$ cat src/rtl/bus_transfer_ctrl.sv
// bus_transfer_ctrl
// Source-side sequencer for the 16-bit datapath bus. Takes one transfer
// request at a time (register or immediate source, register destination),
// drives the bus from the chosen source and pulses the destination's
// one-hot load enable, then reports completion (done) or rejection (err).
// Optional feature: define XFER_SWAP_EN to add the two-register swap
// sequence (SETUP_S -> SAVE -> LOAD_A -> LOAD_B -> DONE).
module bus_transfer_ctrl #(
  parameter int WIDTH = 16,
  parameter int NREG  = 8
) (
  input  logic                  clock,
  input  logic                  reset,
  input  logic                  req,
  input  logic                  swap,
  input  logic [3:0]            src,
  input  logic [2:0]            dst,
  input  logic [WIDTH-1:0]      din,
  input  logic [NREG*WIDTH-1:0] rout_all,
  output logic [WIDTH-1:0]      buswires,
  output logic [NREG-1:0]       rin_en,
  output logic                  busy,
  output logic                  done,
  output logic                  err
);

  // Source code 8 selects the latched immediate; anything above is invalid.
  localparam logic [3:0] SRC_IMM = 4'd8;

`ifdef XFER_SWAP_EN
  typedef enum logic [3:0] {
    S_IDLE,
    S_SETUP,
    S_LOAD,
    S_DONE,
    S_ERR,
    S_SETUP_S,
    S_SAVE,
    S_LOAD_A,
    S_LOAD_B
  } state_t;
`else
  typedef enum logic [2:0] {
    S_IDLE,
    S_SETUP,
    S_LOAD,
    S_DONE,
    S_ERR
  } state_t;
`endif

  state_t           r_state;
  logic [3:0]       r_src;
  logic [2:0]       r_dst;
  logic [WIDTH-1:0] r_imm;
  logic [NREG-1:0]  r_rin_en;
  logic             r_busy;
  logic             r_done;
  logic             r_err;
`ifdef XFER_SWAP_EN
  // Holds R[dst] across the swap so it can be written back into R[src].
  logic [WIDTH-1:0] r_temp;
`endif

  logic [WIDTH-1:0] w_regs [NREG];
  logic [WIDTH-1:0] w_bus;
  logic             w_reject;

`ifndef XFER_SWAP_EN
  // Without the swap feature the swap select has no effect on the sequence.
  logic w_unused_swap;
  assign w_unused_swap = swap;
`endif

  // One-hot load-enable for a register index.
  function automatic logic [NREG-1:0] onehot(input logic [2:0] idx);
    logic [NREG-1:0] v;
    v      = '0;
    v[idx] = 1'b1;
    return v;
  endfunction

  // Split the flat register-file bus into per-register words.
  for (genvar k = 0; k < NREG; k++) begin : g_unpack
    assign w_regs[k] = rout_all[k*WIDTH +: WIDTH];
  end

  // Requests that are turned away with err instead of starting a transfer.
`ifdef XFER_SWAP_EN
  assign w_reject = (src > SRC_IMM) || (swap && (src == SRC_IMM));
`else
  assign w_reject = (src > SRC_IMM);
`endif

  // Bus source mux: follows the live register outputs so the destination
  // captures whatever the source holds at the load edge; zero when idle.
  always_comb begin
    w_bus = '0;
    case (r_state)
      S_SETUP,
      S_LOAD:    w_bus = r_src[3] ? r_imm : w_regs[r_src[2:0]];
`ifdef XFER_SWAP_EN
      S_SETUP_S,
      S_SAVE:    w_bus = w_regs[r_dst];
      S_LOAD_A:  w_bus = w_regs[r_src[2:0]];
      S_LOAD_B:  w_bus = r_temp;
`endif
      default:   w_bus = '0;
    endcase
  end

  // Transfer sequencer; control outputs are registered for the state entered.
  always_ff @(posedge clock) begin
    if (reset) begin
      r_state  <= S_IDLE;
      r_src    <= '0;
      r_dst    <= '0;
      r_imm    <= '0;
      r_rin_en <= '0;
      r_busy   <= 1'b0;
      r_done   <= 1'b0;
      r_err    <= 1'b0;
`ifdef XFER_SWAP_EN
      r_temp   <= '0;
`endif
    end else begin
      r_rin_en <= '0;
      r_busy   <= 1'b0;
      r_done   <= 1'b0;
      r_err    <= 1'b0;
      case (r_state)
        S_IDLE: begin
          if (req) begin
            r_src <= src;
            r_dst <= dst;
            r_imm <= din;
            if (w_reject) begin
              r_state <= S_ERR;
              r_err   <= 1'b1;
            end
`ifdef XFER_SWAP_EN
            else if (swap) begin
              r_state <= S_SETUP_S;
              r_busy  <= 1'b1;
            end
`endif
            else begin
              r_state <= S_SETUP;
              r_busy  <= 1'b1;
            end
          end
        end
        S_SETUP: begin
          r_state  <= S_LOAD;
          r_busy   <= 1'b1;
          r_rin_en <= onehot(r_dst);
        end
        S_LOAD: begin
          r_state <= S_DONE;
          r_done  <= 1'b1;
        end
`ifdef XFER_SWAP_EN
        S_SETUP_S: begin
          r_state <= S_SAVE;
          r_busy  <= 1'b1;
        end
        S_SAVE: begin
          r_temp   <= w_bus;
          r_state  <= S_LOAD_A;
          r_busy   <= 1'b1;
          r_rin_en <= onehot(r_dst);
        end
        S_LOAD_A: begin
          r_state  <= S_LOAD_B;
          r_busy   <= 1'b1;
          r_rin_en <= onehot(r_src[2:0]);
        end
        S_LOAD_B: begin
          r_state <= S_DONE;
          r_done  <= 1'b1;
        end
`endif
        S_DONE:  r_state <= S_IDLE;
        S_ERR:   r_state <= S_IDLE;
        default: r_state <= S_IDLE;
      endcase
    end
  end

  assign buswires = w_bus;
  assign rin_en   = r_rin_en;
  assign busy     = r_busy;
  assign done     = r_done;
  assign err      = r_err;

endmodule

$ cat config.mk
export PLATFORM = sky130hd
export DESIGN_NAME = bus_transfer_ctrl
export DESIGN_NICKNAME = d
export VERILOG_FILES = /design/src/rtl/bus_transfer_ctrl.sv
export SDC_FILE = /design/constraint.sdc
export NUM_CORES = 1
export LEC_CHECK = 0
export ABC_CLOCK_PERIOD_IN_PS = 1800
export CORE_MARGIN = 2
export CORE_UTILIZATION = 35
export CTS_CLUSTER_DIAMETER = 80
export DETAILED_ROUTE_END_ITERATION = 6
export GPL_TIMING_DRIVEN = 0
export PLACE_DENSITY_LB_ADDON = 0.2
export SETUP_SLACK_MARGIN = 0.2
export SLEW_MARGIN = 10
export SYNTH_ARGS = -nofsm -noshare
export SYNTH_HDL_FRONTEND = slang
export SYNTH_SLANG_ARGS = --single-unit
$ cat constraint.sdc
create_clock -name clock -period 1.8 [get_ports clock]
set_input_delay 0.27 -clock clock [delete_from_list [all_inputs] [get_ports clock]]
set_output_delay 0.27 -clock clock [all_outputs]
set_load 0.005 [all_outputs]
==> flow_summary.json, run 1 <==
{
  "swShare": 0.287,
  "slew_viol_final": 0,
  "required_ns": 1.53,
  "drt_iter0_drc": 206,
  "core-area_sq_um": 6870,
  "port-buffer-count": 180,
  "die_h_microns": 88.8,
  "cp.arrival_ns": 2.01,
  "ys_seq_area_frac": 0.294,
  "drive_gt1_frac": 0.241,
  "synth_area_per_cell_sq_um": 8.56,
  "r2r-start": "r_state[0]",
  "p_sw_mw": 0.743,
  "synth_top_flop_cell": "dfxtp_1",
  "hp-class": "primary input to flop",
  "cts_sinks": 37,
  "wl_microns": 11200,
  "clock.fmax_mhz": 439,
  "dpl.hpwl_microns": 8590,
  "p_comb_frac": 0.444,
  "path_class": "flop to primary output",
  "vias": 3085,
  "synth_top_area_share": 0.294,
  "via_per_inst": 5.26,
  "pwr-share-clk": 0.205,
  "synthTopCellsByCount": "64 x mux2_2, 47 x nand2_1, 41 x a21oi_1",
  "drt-pass1-iter-count": 5,
  "min_period_over_period": 1.26,
  "synth_cells": 294,
  "area_delta_synth_final_pct": 88.0,
  "synthTopCellsByArea": "dfxtp_1 29%, mux2_2 29%, a21oi_1 8.2%",
  "cp_max_fo": 10,
  "yosys.area.top_type": "dfxtp_1",
  "cts_buffer_depth": 2,
  "grt_overflow_total": 0,
  "reg2reg_depth": 6,
  "internal_power_mw": 1.85,
  "die-area_sq_um": 7880,
  "r2r_end": "r_src[2]",
  "maxSlewHeadroom": 0.650,
  "ys_ff_latch": 37,
  "synth.area.mux_share": 0.286,
  "nFillCells": 547,
  "clkLatencyLatePin_ns": 0.28,
  "synthAdderAreaFrac": 0,
  "synth_top_family_by_area": "multiplexers",
  "holdPathStages": 3,
  "start_kind": "flop",
  "hold_end": "busy",
  "synth_xor_area_frac": 0.00348,
  "insertedDiodeCount": 0,
  "violations": "setup timing",
  "ant_nets": 0,
  "fin_crit_ns": 2.28,
  "cp-end-kind": "primary output",
  "cts_tree": "built",
  "root_buffer": "clkbuf_8",
  "status": "finished, violations left",
  "io-pin-count": 182,
  "fin_ws_ns": -0.476,
  "synth-simple-area-share": 0.130,
  "synth_cell_type_count": 25,
  "r2r_slack_ns": 0.28,
  "rsz0062_at_grt": "true",
  "synth_compound_area_frac": 0.204,
  "seqPwrFrac": 0.352,
  "skew_ns": 0.00314,
  "htree_levels": 2,
  "fin_area_sq_um": 4730,
  "syn_area_sq_um": 2520,
  "grt_max_degree": 11,
  "holdCritStartpoint": "req",
  "grt_pass1_wl_microns": 16100,
  "clk_pin_slew_ns": 0.07,
  "maxCapViolCount": 0,
  "wl_per_cell_microns": 19.0,
  "synth_most_common_cell": "mux2_2",
  "synth_edf_count": 0,
  "finalHoldViolCount": 0,
  "setup-violations-final": 16,
  "fin_hold_ws_ns": 0.355,
  "multi_input_comb_area_sq_um": 1640,
  "grt_usage": 0.270,
  "async_flop_share": 0,
  "nets": 644,
  "grt_pass1_vias": 3044,
  "syn_nets": 449,
  "postPlaceCellArea_sq_um": 4450,
  "leakagePower_nw": 1.82,
  "drc": 0,
  "start_util": 0.366,
  "gp_congestion": 0.810,
  "worstMarginPinSlew_ns": 0.521,
  "ir_drop_v": 0.000559,
  "dieWidth_microns": 88.8,
  "utilization": 0.689,
  "placementRows": 30,
  "ys.warnings.count": 0,
  "power.density_nw_per_um2": 548,
  "cts_buffers": 5,
  "antenna_found_initial": 0,
  "area.sequential_sq_um": 744
}
==> routing by layer <==
metal / share of wire / track usage / routed length [microns] / vias to the layer above
met5: 0 / 0 / 0 / -
met2: 0.46 / 0.448 / 5120 / 168
li1: - / - / - / 1470
met3: 0.11 / 0.101 / 1210 / 40
met1: 0.39 / 0.296 / 4330 / 1407
met4: 0.045 / 0.153 / 503 / 0
==> stage by stage <==
step	setup slack (ns)	instances	TNS (ns)	power (mW)
global route	-0.561	586	-7.88	2.73
CTS	-0.502	584	-7.15	2.58
detailed placement	-0.672	570	-10.48	1.99
finish	-0.476	586	-6.80	2.59
global placement	-0.616	570	-9.23	1.97
floorplan	0.198	294	0	1.41
==> area by class of cell <==
class | count | area share
Buffer | 29 | 0.0455
Clock buffer | 8 | 0.0169
Inverter | 16 | 0.0127
Multi-Input combinational cell | 212 | 0.346
Sequential cell | 37 | 0.157
Tap cell | 96 | 0.0254
Timing Repair Buffer | 188 | 0.396
==> flip-flops by register name, summed over array words and instances, names as in the netlist <==
signal / cells
r_src: 4
busy: 1
done: 1
rin_en: 8
r_dst: 3
err: 1
r_imm: 16
r_state: 3
==> critical path, stage by stage, from the launching register on <==
cell and delay (ns):
dfxtp_2 0.36, buf_4 0.20, mux2_2 0.36, a222oi_1 0.38, a221oi_1 0.13, dlygate4sd2_1 0.29
==> worst max path at each step <==
stage | start | end | cells after the start
CTS | r_src[0] | buswires[3] | 7
finish | r_src[0] | buswires[10] | 5
detailed placement | r_src[1] | buswires[5] | 5
global placement | r_src[1] | buswires[9] | 5
floorplan | r_src[0] | buswires[0] | 5
global route | r_src[0] | buswires[9] | 7
==> layout by cell type, fill, tap and decap left out, drive strengths merged, types with 2 or more instances in the layout <==
cell type / Yosys / routed
a21oi: 41 / 41
a221oi: 16 / 16
a222oi: 16 / 16
buf: 16 / 39
clkbuf: 13 / 20
clkdlybuf4s50: 0 / 163
dfxtp: 37 / 37
inv: 16 / 16
mux2: 64 / 64
nand2: 47 / 47
nand2b: 3 / 3
nor2: 8 / 8
nor2b: 3 / 3
nor3: 5 / 5
nor4b: 2 / 2
==> power groups by stage <==
stage / Combinational (mW) / Clock, mW / Sequential, mW
final: 1.15 / 0.530 / 0.912
after CTS: 1.11 / 0.555 / 0.909
after detailed placement: 1.06 / 0 / 0.925
after floorplan: 0.497 / 0 / 0.917
after global routing: 1.22 / 0.589 / 0.919
after global placement: 1.04 / 0 / 0.923
==> cells by family (layout without fill, tap and decap cells) <==
| family | Yosys count | after routing |
|---|---|---|
| xor+xnor | 1 | 1 |
| simple gates | 73 | 73 |
| compound gates | 74 | 74 |
| flops | 37 | 37 |
| buf+inv | 45 | 241 |
| mux | 64 | 64 |
==> timing repair <==
item                                    CTS  global route
hold buffers                              0             0
pin swaps                                29            17
gates resized for setup                  90            15
setup buffers                             4             2
cloned                                    2             0
endpoints found under the setup margin   16            31
No activity file was read; power rests on OpenSTA's default activity.
==> inputs of run 2 (changes only) <==
Settings changed: ABC_CLOCK_PERIOD_IN_PS 1800 to default, CTS_CLUSTER_DIAMETER 80 to default.
==> results of run 2 <==
Final layout, timing and power as in run 1 (identical DEF).
==> inputs of run 3 (changes only) <==
Settings changed: CORE_MARGIN 2 to default, SETUP_SLACK_MARGIN 0.2 to default.
==> run 3 against run 2 <==
Effect of this change: the run still ends with setup timing left; global-route usage rose by 1.1 points; flip-flop and latch count did not move; count of clock-buffer cells in the layout fell by 3; critical path type unchanged.
==> flow_summary.json, run 3 (synthesis gave the netlist of run 1 again) <==
{
  "layout_common_cells": "164 x clkdlybuf4s50_1, 47 x nand2_1, 41 x a21oi_1, 38 x mux2_2, 34 x dfxtp_1",
  "via_per_inst": 5.35,
  "crit_start": "r_src[0]",
  "area_delta_synth_final_pct": 89.8,
  "dp_cells": 570,
  "cts_sinks": 37,
  "core-area_sq_um": 6870,
  "drt-pass1-iter-count": 7,
  "finalNonFillerCells": 585,
  "layout_commonest_cell": "clkdlybuf4s50_1",
  "cp-end-kind": "primary output",
  "fin_ws_ns": -0.423,
  "cts_tree": "built",
  "cp.arrival_ns": 1.95,
  "clkLatencyLatePin_ns": 0.29,
  "cts_buffers": 5,
  "utilization": 0.695,
  "dpl.hpwl_microns": 8110,
  "fin_crit_ns": 2.22,
  "nets": 643,
  "wl_microns": 11000,
  "vias": 3128,
  "die-area_sq_um": 7530,
  "drt_iter0_drc": 191,
  "antenna_found_initial": 0,
  "r2r-start": "r_state[0]",
  "htree_levels": 2,
  "slew_viol_final": 0,
  "power.density_nw_per_um2": 606,
  "clk_pin_slew_ns": 0.08,
  "die_h_microns": 86.8,
  "r2r_slack_ns": 0.21,
  "grt_pass1_vias": 3098,
  "cp_max_fo": 8,
  "rsz0062_at_grt": "true",
  "ant_nets": 0,
  "hp-class": "flop to flop",
  "violations": "setup timing",
  "grt_usage": 0.281,
  "setup-violations-final": 16,
  "ir_drop_v": 0.000572,
  "clock.fmax_mhz": 450,
  "required_ns": 1.53,
  "r2r_end": "r_src[0]",
  "nFillCells": 548,
  "skew_ns": 0.00727,
  "root_buffer": "clkbuf_8",
  "status": "finished, violations left",
  "maxCapViolCount": 0,
  "crit_slowest_cell": "a222oi_1",
  "largest_register_ffs": 16,
  "crit_chain": "buf_12 > buf_8 > mux2_4 > a222oi_1 > a221oi_1 > buf_2",
  "multi_input_comb_area_sq_um": 1670,
  "dieWidth_microns": 86.8,
  "grt_overflow_total": 0,
  "grt_max_degree": 13,
  "placementRows": 30,
  "area.sequential_sq_um": 747,
  "wl_per_cell_microns": 18.8,
  "worstMarginPinSlew_ns": 0.562,
  "gp_congestion": 0.814,
  "leakagePower_nw": 1.86,
  "path_class": "flop to primary output",
  "maxSlewHeadroom": 0.622,
  "drc": 0,
  "drive_gt1_frac": 0.247,
  "largest_register": "r_imm",
  "endpoint": "buswires[13]",
  "io-pin-count": 182,
  "reg2reg_depth": 6,
  "cpPeakStageDelay_ns": 0.41,
  "start_kind": "flop",
  "grt_pass1_wl_microns": 16200,
  "finalHoldViolCount": 0,
  "port-buffer-count": 180,
  "cts_hold_buf": 0,
  "start_util": 0.366,
  "cts_buffer_depth": 2,
  "min_period_over_period": 1.24,
  "insertedDiodeCount": 0
}
[run 3: report_power, final]
part / internal, mW / total, mW / switching (mW)
clock network: 0.550 / 0.842 / 0.291
logic: 0.696 / 1.14 / 0.448
registers: 0.873 / 0.909 / 0.0367
total: 2.12 / 2.89 / 0.775
[run 3: timing repair]
item                       in CTS  in global routing
buffers inserted                9                  1
setup endpoints to repair      16                 16
pin swaps                      32                 25
gates resized for setup       111                 17
gates cloned                    2                  0
[run 3: area by class of cell]
cell class / count / share of cell area
Sequential cell: 37 / 0.156
Buffer: 26 / 0.0398
Clock inverter: 3 / 0.0136
Multi-Input combinational cell: 212 / 0.350
Clock buffer: 5 / 0.0144
Inverter: 16 / 0.0126
Tap cell: 96 / 0.0252
Timing Repair Buffer: 190 / 0.388
[run 3: worst min-delay path by stage]
| stage | from | endpoint | slack (ns) | cells past startpoint |
|---|---|---|---|---|
| floorplan | din[0] | r_imm[0] | 0.41 | 2 |
| global placement | r_imm[10] | r_imm[10] | 0.44 | 2 |
| detailed placement | r_imm[4] | r_imm[4] | 0.45 | 2 |
| CTS | r_imm[10] | r_imm[10] | 0.46 | 2 |
| global route | r_imm[10] | r_imm[10] | 0.47 | 2 |
| finish | r_imm[10] | r_imm[10] | 0.46 | 2 |
[run 3: critical path, delay by kind of cell (launching register included)]
family | cells | cell delay, ns
AO/OA/AOI/OAI | 2 | 0.55
multiplexers | 1 | 0.31
flip-flops | 1 | 0.36
buffers and inverters | 3 | 0.44
[run 3: layer usage]
metal	wire length (microns)	GRT usage	vias to the layer above	part of all wire
met5	0	0	-	0
met4	235	0.0864	0	0.021
met3	1010	0.0657	24	0.091
met2	5330	0.485	165	0.48
met1	4440	0.344	1468	0.40
li1	-	-	1471	-
[run 3: through the flow]
step / worst slack, ns / power, mW / setup TNS, ns / area (sq um) / hold WS, ns
finish: -0.423 / 2.89 / -6.21 / 4770 / 0.459
global route: -0.526 / 3.04 / -7.42 / 4770 / 0.474
CTS: -0.506 / 2.90 / -6.84 / 4790 / 0.461
detailed placement: -0.719 / 1.98 / -11.22 / 4440 / 0.451
global placement: -0.716 / 1.96 / -10.78 / 4440 / 0.444
floorplan: 0.0904 / 1.41 / 0 / 2520 / 0.406
